--- src/rtl/ps2_pkg.sv ---
// rtl/ps2_pkg.sv - PS/2 receiver frame constants, FSM state type and parity helper
package ps2_pkg;

    localparam int DATA_BITS = 8;
    localparam int BIT_CNT_W = $clog2(DATA_BITS);
    localparam logic START_BIT = 1'b0;
    localparam logic STOP_BIT = 1'b1;
    localparam logic ODD_PARITY = 1'b1;

    typedef enum logic [1:0] {
        ST_IDLE,
        ST_DATA,
        ST_PARITY,
        ST_STOP
    } ps2_state_t;

    function automatic logic parity_ok(input logic [DATA_BITS-1:0] data, input logic par);
        return (^{data, par}) == ODD_PARITY;
    endfunction

endpackage

--- src/rtl/ps2_sync_filter.sv ---
// rtl/ps2_sync_filter.sv - 2-flop synchronizer plus run-length glitch filter for one PS/2 line
module ps2_sync_filter #(
    parameter int FILT_LEN = 8
) (
    input  logic clk,
    input  logic N_RESET,
    input  logic i_raw,
    output logic o_filt
);

    localparam int CW = $clog2(FILT_LEN + 1);
    localparam logic [CW-1:0] CNT_LAST = CW'(FILT_LEN - 1);

    logic [1:0]    r_sync;
    logic          r_filt;
    logic [CW-1:0] r_cnt;

    // The output flips only once FILT_LEN consecutive synchronized samples disagree with it.
    always_ff @(posedge clk or negedge N_RESET) begin
        if (!N_RESET) begin
            r_sync <= 2'b11;
            r_filt <= 1'b1;
            r_cnt  <= '0;
        end else begin
            r_sync <= {r_sync[0], i_raw};
            if (r_sync[1] != r_filt) begin
                if (r_cnt == CNT_LAST) begin
                    r_filt <= r_sync[1];
                    r_cnt  <= '0;
                end else begin
                    r_cnt <= r_cnt + CW'(1);
                end
            end else begin
                r_cnt <= '0;
            end
        end
    end

    assign o_filt = r_filt;

endmodule

--- src/rtl/ps2_rx_fifo.sv ---
// rtl/ps2_rx_fifo.sv - PS/2 device-to-host frame receiver feeding a scan-code FIFO
module ps2_rx_fifo
    import ps2_pkg::*;
#(
    parameter int FILT_LEN    = 8,
    parameter int TIMEOUT_CYC = 100000,
    parameter int DEPTH       = 8
) (
    input  logic                     clk,
    input  logic                     N_RESET,
    input  logic                     ps2Clk,
    input  logic                     ps2Data,
    output logic [7:0]               out_data,
    output logic                     out_valid,
    input  logic                     out_ready,
    output logic [$clog2(DEPTH):0]   level,
    output logic                     rx_err,
    output logic                     ovf,
    input  logic                     ovf_clr
);

    localparam int AW = $clog2(DEPTH);
    localparam int TW = $clog2(TIMEOUT_CYC + 1);
    localparam logic [TW-1:0] TIMER_LAST = TW'(TIMEOUT_CYC - 1);
    localparam logic [BIT_CNT_W-1:0] BIT_LAST = BIT_CNT_W'(DATA_BITS - 1);
    localparam logic [AW:0] LVL_FULL = (AW + 1)'(DEPTH);
    localparam logic [AW:0] LVL_ONE = (AW + 1)'(1);

    logic w_clk_f;
    logic w_data_f;
    logic w_fall;
    logic w_frame_ok;
    logic w_push;
    logic w_pop;
    logic w_push_ok;

    ps2_state_t              r_state;
    logic [BIT_CNT_W-1:0]    r_bit_cnt;
    logic [DATA_BITS-1:0]    r_shift;
    logic                    r_parity;
    logic [TW-1:0]           r_timer;
    logic                    r_clk_prev;
    logic                    r_rx_err;

    logic [DATA_BITS-1:0]    r_mem [DEPTH];
    logic [AW-1:0]           r_wr_ptr;
    logic [AW-1:0]           r_rd_ptr;
    logic [AW:0]             r_level;
    logic                    r_ovf;

    ps2_sync_filter #(.FILT_LEN(FILT_LEN)) u_clk_filt (
        .clk     (clk),
        .N_RESET (N_RESET),
        .i_raw   (ps2Clk),
        .o_filt  (w_clk_f)
    );

    ps2_sync_filter #(.FILT_LEN(FILT_LEN)) u_data_filt (
        .clk     (clk),
        .N_RESET (N_RESET),
        .i_raw   (ps2Data),
        .o_filt  (w_data_f)
    );

    assign w_fall     = r_clk_prev & ~w_clk_f;
    assign w_frame_ok = (w_data_f == STOP_BIT) && parity_ok(r_shift, r_parity);
    assign w_push     = w_fall && (r_state == ST_STOP) && w_frame_ok;
    assign w_pop      = (r_level != '0) && out_ready;
    // A full FIFO can still take the byte when the head leaves in the same cycle.
    assign w_push_ok  = w_push && ((r_level < LVL_FULL) || w_pop);

    always_ff @(posedge clk or negedge N_RESET) begin
        if (!N_RESET) begin
            r_state    <= ST_IDLE;
            r_bit_cnt  <= '0;
            r_shift    <= '0;
            r_parity   <= 1'b0;
            r_timer    <= '0;
            r_clk_prev <= 1'b1;
            r_rx_err   <= 1'b0;
        end else begin
            r_clk_prev <= w_clk_f;
            r_rx_err   <= 1'b0;
            if (r_state == ST_IDLE) begin
                r_timer <= '0;
                if (w_fall && (w_data_f == START_BIT)) begin
                    r_state   <= ST_DATA;
                    r_bit_cnt <= '0;
                end
            end else if (w_fall) begin
                r_timer <= '0;
                case (r_state)
                    ST_DATA: begin
                        r_shift <= {w_data_f, r_shift[DATA_BITS-1:1]};
                        if (r_bit_cnt == BIT_LAST) begin
                            r_state <= ST_PARITY;
                        end else begin
                            r_bit_cnt <= r_bit_cnt + BIT_CNT_W'(1);
                        end
                    end
                    ST_PARITY: begin
                        r_parity <= w_data_f;
                        r_state  <= ST_STOP;
                    end
                    default: begin
                        r_state  <= ST_IDLE;
                        r_rx_err <= ~w_frame_ok;
                    end
                endcase
            end else if (r_timer == TIMER_LAST) begin
                r_state  <= ST_IDLE;
                r_timer  <= '0;
                r_shift  <= '0;
                r_rx_err <= 1'b1;
            end else begin
                r_timer <= r_timer + TW'(1);
            end
        end
    end

    always_ff @(posedge clk or negedge N_RESET) begin
        if (!N_RESET) begin
            for (int i = 0; i < DEPTH; i++) begin
                r_mem[i] <= '0;
            end
            r_wr_ptr <= '0;
            r_rd_ptr <= '0;
            r_level  <= '0;
            r_ovf    <= 1'b0;
        end else begin
            if (w_push_ok) begin
                r_mem[r_wr_ptr] <= r_shift;
                r_wr_ptr        <= r_wr_ptr + AW'(1);
            end
            if (w_pop) begin
                r_rd_ptr <= r_rd_ptr + AW'(1);
            end
            case ({w_push_ok, w_pop})
                2'b10:   r_level <= r_level + LVL_ONE;
                2'b01:   r_level <= r_level - LVL_ONE;
                default: r_level <= r_level;
            endcase
            if (w_push && !w_push_ok) begin
                r_ovf <= 1'b1;
            end else if (ovf_clr) begin
                r_ovf <= 1'b0;
            end
        end
    end

    assign out_data  = r_mem[r_rd_ptr];
    assign out_valid = (r_level != '0);
    assign level     = r_level;
    assign rx_err    = r_rx_err;
    assign ovf       = r_ovf;

endmodule

--- config.mk ---
export PLATFORM = sky130hd
export DESIGN_NAME = ps2_rx_fifo
export DESIGN_NICKNAME = d
export VERILOG_FILES = /design/src/rtl/ps2_pkg.sv /design/src/rtl/ps2_sync_filter.sv /design/src/rtl/ps2_rx_fifo.sv
export SDC_FILE = /design/constraint.sdc
export NUM_CORES = 1
export LEC_CHECK = 0
export CORE_MARGIN = 2
export CORE_UTILIZATION = 50
export CTS_BUF_LIST = sky130_fd_sc_hd__clkbuf_16
export DETAILED_ROUTE_END_ITERATION = 8
export PLACE_DENSITY = 0.64
export SYNTH_ARGS = -nofsm -noshare
export SYNTH_HDL_FRONTEND = slang
export SYNTH_SLANG_ARGS = --single-unit
--- constraint.sdc ---
create_clock -name clk -period 5.7 [get_ports clk]
set_clock_uncertainty 0.1 [all_clocks]
set_input_delay 1.14 -clock clk [delete_from_list [all_inputs] [get_ports clk]]
set_output_delay 1.14 -clock clk [all_outputs]
set_load 0.01 [all_outputs]
## After elaboration in Yosys (flattened, before gate mapping)

Cells that the tools add are included.

- Bits in registers: 122
- Input port bits: 6
- Output and inout port bits: 15
- Logic and storage cells: 119

- Add/sub/neg operators: 8
- Magnitude comparators: 4
- Equality and inequality tests: 15
- Mux-type cells: 34
- Bitwise operators: 7
- Reductions and logical operators: 26

Operators with widths:

| cell | count |
|---|---|
| $bwmux W64 | 1 |
| $mux W17 | 3 |
| $mux W8 | 6 |
| $bmux W8 S3 | 1 |
| $demux W8 S3 | 1 |
| $add A17 B1 Y17 const B | 1 |
| $eq A17 B17 Y1 const B | 1 |
| $mux W4 | 4 |
| $mux W3 | 5 |
| $add A4 B1 Y4 const B | 3 |
| $mux W2 | 5 |
| $reduce_bool A2 Y1 | 5 |
| $add A3 B1 Y3 const B | 3 |
| $reduce_and A3 Y1 | 3 |
| $reduce_xor A9 Y1 | 1 |
| $eq A4 B3 Y1 const B | 2 |
| $ge A4 B4 Y1 const B | 2 |
| $logic_and A1 B1 Y1 | 8 |
| $not A3 Y4 | 2 |
| $pmux W4 S2 | 1 |
| $eq A2 B2 Y1 const B | 3 |
| $mux W1 | 6 |
| $eq A2 B1 Y1 const B | 2 |
| $lt A4 B1 Y1 const B | 1 |
| other kinds (18) | 24 |

## Depth between registers and ports, before layout

Gate-level depths: netlist of the first run.

- Word-level depth: 8
- Mapped depth: 12
- Gate-level depth less buffers: 12

## Hierarchy

From an unflattened synthesis of the first run, not the netlist that was laid out.

- Cells, all modules: 446
- Area, all modules: 5801.8 sq um

Modules (own cells, without submodules):

| module | times used | cells each | area an instance (sq um) | sequential area each (sq um) |
|---|---|---|---|---|
| ps2_rx_fifo | 1 | 406 | 5258.8 | 2703.8 |
| ps2_sync_filter | 2 | 20 | 271.5 | 178.9 |

## Worst setup path before layout of the first run

No wires, ideal clock.

- Path kind: register -> output
- Start: reg r_rd_ptr[0]
- End: out out_data[0]
- Arrival: 2152 ps
- Required time: 4460 ps
- Setup slack: 2308 ps
- Stages on the path, launching flop included: 5
- Buffers on the path: 2
- Cell sequence: dfrtp_1 -> clkbuf_1 -> buf_1 -> mux4_2 -> mux2_2

- Cells in the longest elaborated chain, start to end: 4

Ends and longest elaborated chain:

| what | RTL line | RTL |
|---|---|---|
| from (decl) | ps2_rx_fifo.sv:47 | `logic [AW-1:0] r_rd_ptr;` |
| from (signal assigned) | ps2_rx_fifo.sv:136 | `r_rd_ptr <= r_rd_ptr + AW'(1);` |
| $not A3 Y4 (not written as such) | ps2_rx_fifo.sv:151 | `assign out_data = r_mem[r_rd_ptr];` |
| $bmux W8 S3 | ps2_rx_fifo.sv:151 |  |
| $mux W8 (not written as such) (2 in series) | ps2_rx_fifo.sv:151 |  |
| to (decl) | ps2_rx_fifo.sv:13 | `output logic [7:0] out_data,` |

No other way between the ends. The select of a mux whose other input is x is not followed.

## Worst setup path after layout of the first run

- Start: reg r_rd_ptr[0]
- End: out out_data[5]

Same word-level chain as after synthesis.

==> summary.txt, run 1 <==
status = completed
antenna cells = 0
Cell Area, Synth = 5790 µm²
critical path peak fanout = 18
post-DP HPWL = 6630 µm
number of gates resized after CTS = 0
final antenna-violating net count = 0
worst hold path class = reg -> reg
Placed Area = 6070 µm²
RePlAce Congestion = 0.764
Routed WL = 10500 µm
final setup vio count = 0
DR WL/cell = 17.0 µm
Pins Over Slew Limit = 0
final worst path period share = 0.723
Final Hold Slack = 0.253 ns
Startpoint Class = flip-flop
synth unique cells = 44
I/O pin cnt = 21
RSZ-0062 raised after global routing = false
Nets = 484
Pleak = 3.09 nW
pre-CTS setup slack = 1.94 ns
final setup TNS = 0 ns
clock latency on the worst-skew pair = 0.41 ns
Post-Syn Instances = 447
Clock Sinks = 122
initial antenna violation count = 0
Via-to-Cell Ratio = 5.52
total number of vias = 3416
full die area = 12500 µm²
DR DRC count = 0
Starting Density = 0.509
sequential cell area fraction in the yosys report = 0.529
Clock transition at path regs = 0.05 ns
pin count of the biggest net entering global routing = 70
Iter 0 DRT Violations = 133
H-tree depth = 4
most frequent cells in the layout = dfrtp_1, mux2_2, nand2_1, nor2_1, clkdlybuf4s50_1
Hold Vio Cnt, Final = 0
Total Routing Usage GR = 0.187
drt first pass iters = 4
Post-CTS Hold Buffers = 0
# rows = 39
CTS Buf Count = 17
async set-reset flop share out of synthesis = 1.00
PnR worst setup slack = 1.58 ns
layout cell share with drive strength beyond 1 = 0.284
vias in the first global route = 3524
CTS tree = built
Syn Area/Cell = 13.0 µm²
FMAX = 243 MHz
# port buffers = 20
syn_nets = 468
Worst Path Required = 4.46 ns
critical setup path kind = reg -> out
EDFF count, synth = 0
pwr dens = 381 nW/µm²
Core Area = 11400 µm²
Slew HR = 0.247
most common flop cell mapped by yosys = dfrtp_1
fin util = 0.583
post-layout min period = 4.12 ns
Die H = 112 µm
DIE WIDTH = 112 µm
fin area = 6630 µm²
slew of the pin with the lowest slew margin = 1.13 ns
max cap viols = 0
synthesis warning total = 0
Worst VDD drop = 0.299 mV
crit path capture type = primary output
Clock Tree Buf Depth = 2
commonest non-fill, non-tap cell in the layout = dfrtp_1
Overflow after GRT = 0
area growth from synthesis to layout = 14.5%
Setup Fix Bufs, Post-CTS = 0
crit path DAT = 2.88 ns
root buffer cell = clkbuf_16
global-route wire length before repair = 18000 µm
flops & latches, synth = 122
logic make-up after synthesis:
group                    synth area share
flip-flops                          0.529
AND/OR/NAND/NOR                     0.104
AO/OA/AOI/OAI                      0.0274
XOR/XNOR                           0.0551
multiplexers                        0.224
adder cells (fa/ha/maj)            0.0337
buffers and inverters              0.0266
routing by layer:
| layer | routed length [µm] | global-route usage | share of wire | vias to the layer above |
|---|---|---|---|---|
| li1 | - | - | - | 1607 |
| met1 | 4820 | 0.245 | 0.46 | 1766 |
| met2 | 5270 | 0.296 | 0.50 | 32 |
| met3 | 295 | 0.0626 | 0.028 | 11 |
| met4 | 127 | 0.0593 | 0.012 | 0 |
| met5 | 0 | 0 | 0 | - |
registers in the layout (all words and copies together) (netlist names), 4 cells and up:
| signal | count |
|---|---|
| u_clk_filt.r_cnt | 4 |
| r_shift | 8 |
| r_timer | 17 |
| level | 4 |
| r_mem | 64 |
| u_data_filt.r_cnt | 4 |
synth_stat cells, types with 2 or more instances:
master	instances	share of area
nand2b_1	3	0.0032
nand4b_1	4	0.0060
or4b_2	2	0.0035
nand2_1	37	0.024
nor3_1	10	0.0086
mux2i_1	2	0.0035
nand4_1	4	0.0043
dfstp_2	7	0.032
a21o_1	2	0.0026
nand3_1	10	0.0086
inv_1	10	0.0065
o21ai_0	15	0.013
nor2b_1	4	0.0043
nor2_1	33	0.021
nor4_1	3	0.0032
mux2_2	59	0.11
clkbuf_1	17	0.011
and3_1	2	0.0022
mux4_2	16	0.062
xor2_1	13	0.020
a21oi_1	7	0.0060
buf_1	3	0.0019
xnor2_1	18	0.027
dfrtp_1	115	0.50
ha_1	14	0.030
a22oi_1	2	0.0026
mux2_4	17	0.044
buf_6	2	0.0039
through the flow:
step / power, W / cells
2_1_floorplan: 0.00138 / 447
3_3_place_gp: 0.00150 / 587
3_5_place_dp: 0.00152 / 587
4_1_cts: 0.00257 / 619
5_1_grt: 0.00268 / 619
6_report: 0.00253 / 619
final timing paths:
path / slack, ns / depth (start not counted) / endpoint / start
max: 1.58 / 3 / out_data[5] / r_rd_ptr[0]
min: 0.25 / 0 / u_clk_filt.r_sync[1] / u_clk_filt.r_sync[0]
max reg2reg: 2.65 / 11 / level[3] / r_shift[3]
min reg2reg: 0.25 / 0 / u_clk_filt.r_sync[1] / u_clk_filt.r_sync[0]
max in group asynchronous: 3.56 / 2 / r_mem[48] / N_RESET
min in group asynchronous: 0.74 / 1 / r_mem[22] / N_RESET
where the power goes:
| group | internal (W) | total [W] | switching [W] |
|---|---|---|---|
| Sequential | 0.000947 | 0.00109 | 0.000145 |
| Combinational | 0.000204 | 0.000408 | 0.000204 |
| Clock | 0.000671 | 0.00103 | 0.000360 |
cell type report:
| cell class | instances | area [µm²] |
|---|---|---|
| clock inverter | 15 | 143 |
| tap | 143 | 179 |
| sequential | 122 | 3060 |
| clock buffer | 17 | 425 |
| timing repair buffer | 21 | 205 |
| inverter | 11 | 43.8 |
| fill | 931 | 4740 |
| multi-input combinational | 290 | 2580 |
worst max-delay path, cell delays in order (launching register included):
cell and delay [ns]:
dfrtp_1 1.08, mux4_2 0.61, mux2_2 0.29, clkdlybuf4s50_1 0.48
Note: power is estimated with default switching activity, not from simulation.
==> run 2, diff against run 1 <==
==> constraint.sdc (replaced) <==
create_clock -name clk -period 3.9 [get_ports clk]
set_clock_uncertainty 0.1 [all_clocks]
set_input_delay 0.78 -clock clk [delete_from_list [all_inputs] [get_ports clk]]
set_output_delay 0.78 -clock clk [all_outputs]
set_load 0.01 [all_outputs]
==> summary.txt, run 2 (synthesized netlist as in run 1, its figures left out) <==
status = completed
I/O pin cnt = 21 (unchanged)
H-tree depth = 4 (unchanged)
pwr dens = 531 nW/µm² (+39%)
vias in the first global route = 3610 (+2.4%)
area of the multi-input gates = 2580 µm² (unchanged)
# rows = 39 (unchanged)
CTS tree = built
full die area = 12500 µm² (unchanged)
Routed WL = 10700 µm (+2.3%)
critical path peak fanout = 18 (unchanged)
crit path DAT = 2.38 ns (-0.50 ns)
DR DRC count = 0 (unchanged)
Post-CTS Hold Buffers = 0 (unchanged)
pin count of the biggest net entering global routing = 58 (-17%)
filler cell count in the final layout = 932 (+0.11%)
most frequent cells in the layout = dfrtp_1, mux2_2, nand2_1, nor2_1, clkdlybuf4s50_1
max FFs per register = 64 (unchanged)
Core Area = 11400 µm² (unchanged)
register area = 3060 µm² (unchanged)
Total Routing Usage GR = 0.192 (+0.00553)
DR WL/cell = 17.3 µm (+1.6%)
Nets = 491 (+1.4%)
total number of vias = 3364 (-1.5%)
global-route wire length before repair = 18400 µm (+2.0%)
FMAX = 307 MHz
critical setup path kind = reg -> out
Final Hold Slack = 0.253 ns (+0.000450 ns)
Clock Tree Buf Depth = 2 (unchanged)
final setup TNS = 0 ns (unchanged)
biggest registers after layout = r_mem (64), r_timer (17), r_shift (8)
final antenna-violating net count = 0 (unchanged)
Startpoint Class = flip-flop
# port buffers = 20 (unchanged)
layout cell share with drive strength beyond 1 = 0.283 (about the same)
Reg with most FFs = r_mem
Worst VDD drop = 0.428 mV (+43%)
Pins Over Slew Limit = 0 (unchanged)
final worst path period share = 0.836
fin util = 0.580 (-0.00363)
crit path capture type = primary output
Clock transition at path regs = 0.05 ns (about the same)
final setup vio count = 0 (unchanged)
post-layout min period = 3.26 ns
clock latency on the worst-skew pair = 0.41 ns (about the same)
antenna cells = 0 (unchanged)
area growth from synthesis to layout = 13.8%
fin area = 6590 µm² (-0.62%)
DIE WIDTH = 112 µm (unchanged)
max cap viols = 0 (unchanged)
post-DP HPWL = 6960 µm (+5.1%)
RSZ-0062 raised after global routing = false
Pleak = 3.08 nW (-0.37%)
Iter 0 DRT Violations = 135 (+1.5%)
CTS Buf Count = 17 (unchanged)
Slew HR = 0.359 (+0.111)
worst hold path class = reg -> reg
Worst Path Required = 3.02 ns (-1.44 ns)
Placed Area = 6120 µm² (+0.87%)
drt first pass iters = 4 (unchanged)
Overflow after GRT = 0 (unchanged)
RePlAce Congestion = 0.821 (+7.4%)
Hold Vio Cnt, Final = 0 (unchanged)
Setup Fix Bufs, Post-CTS = 0 (unchanged)
number of gates resized after CTS = 0 (unchanged)
Via-to-Cell Ratio = 5.40 (-2.2%)
Die H = 112 µm (unchanged)
commonest non-fill, non-tap cell in the layout = dfrtp_1
slew of the pin with the lowest slew margin = 0.960 ns (-0.169 ns)
initial antenna violation count = 0 (unchanged)
Starting Density = 0.509 (unchanged)
Clock Sinks = 122 (unchanged)
root buffer cell = clkbuf_16
[run 2: cell count changes in the layout (fill, tap and decap cells not counted), sizes merged]
| cell | change |
|---|---|
| inv | +1 |
| bufinv | -3 |
| buf | +7 |
| clkinv | -1 |
[run 2: power by group]
group          internal [W]  switching, W  total [W]
registers           0.00139      0.000121    0.00151
clock network      0.000771      0.000502    0.00127
logic              0.000313      0.000406   0.000719
total               0.00247       0.00103    0.00350
[run 2: layout make-up]
class / count / share of cell area
sequential: 122 / 0.464
multi-input combinational: 290 / 0.391
clock buffer: 17 / 0.0645
timing repair buffer: 28 / 0.0391
tap: 143 / 0.0271
clock inverter: 12 / 0.00740
inverter: 11 / 0.00664
[run 2: critical path: stages (launching register included)]
cell             delay, ns
dfrtp_1               0.32
buf_4                 0.34
mux4_2                0.55
mux2_2                0.29
clkdlybuf4s50_1       0.48
[run 2: through the flow]
stage | instances | total power, W | setup WS (ns)
after CTS | 623 | 0.00354 | 0.581
after floorplan | 447 | 0.00202 | 0.868
after global routing | 623 | 0.00370 | 0.513
final | 623 | 0.00350 | 0.641
after detailed placement | 594 | 0.00226 | 0.511
after global placement | 594 | 0.00223 | 0.591
[run 2: final timing paths]
| kind | slack, ns | startpoint | cells after the start | end |
|---|---|---|---|---|
| worst max-delay path | 0.64 | r_rd_ptr[0] | 4 | out_data[1] |
| worst min-delay path | 0.25 | u_clk_filt.r_sync[0] | 0 | u_clk_filt.r_sync[1] |
| worst max register to register | 0.80 | r_shift[2] | 11 | level[3] |
| worst min register to register | 0.25 | u_clk_filt.r_sync[0] | 0 | u_clk_filt.r_sync[1] |
| max in group asynchronous | 2.49 | N_RESET | 2 | u_clk_filt.r_sync[1] |
| min in group asynchronous | 0.32 | N_RESET | 1 | r_mem[62] |
[run 2: per-layer routing]
layer | global-route usage | part of all wire | vias to the layer above
li1 | - | - | 1626
met4 | 0.0642 | 0.013 | 0
met3 | 0.0599 | 0.032 | 11
met5 | 0 | 0 | -
met2 | 0.307 | 0.49 | 34
met1 | 0.251 | 0.46 | 1693
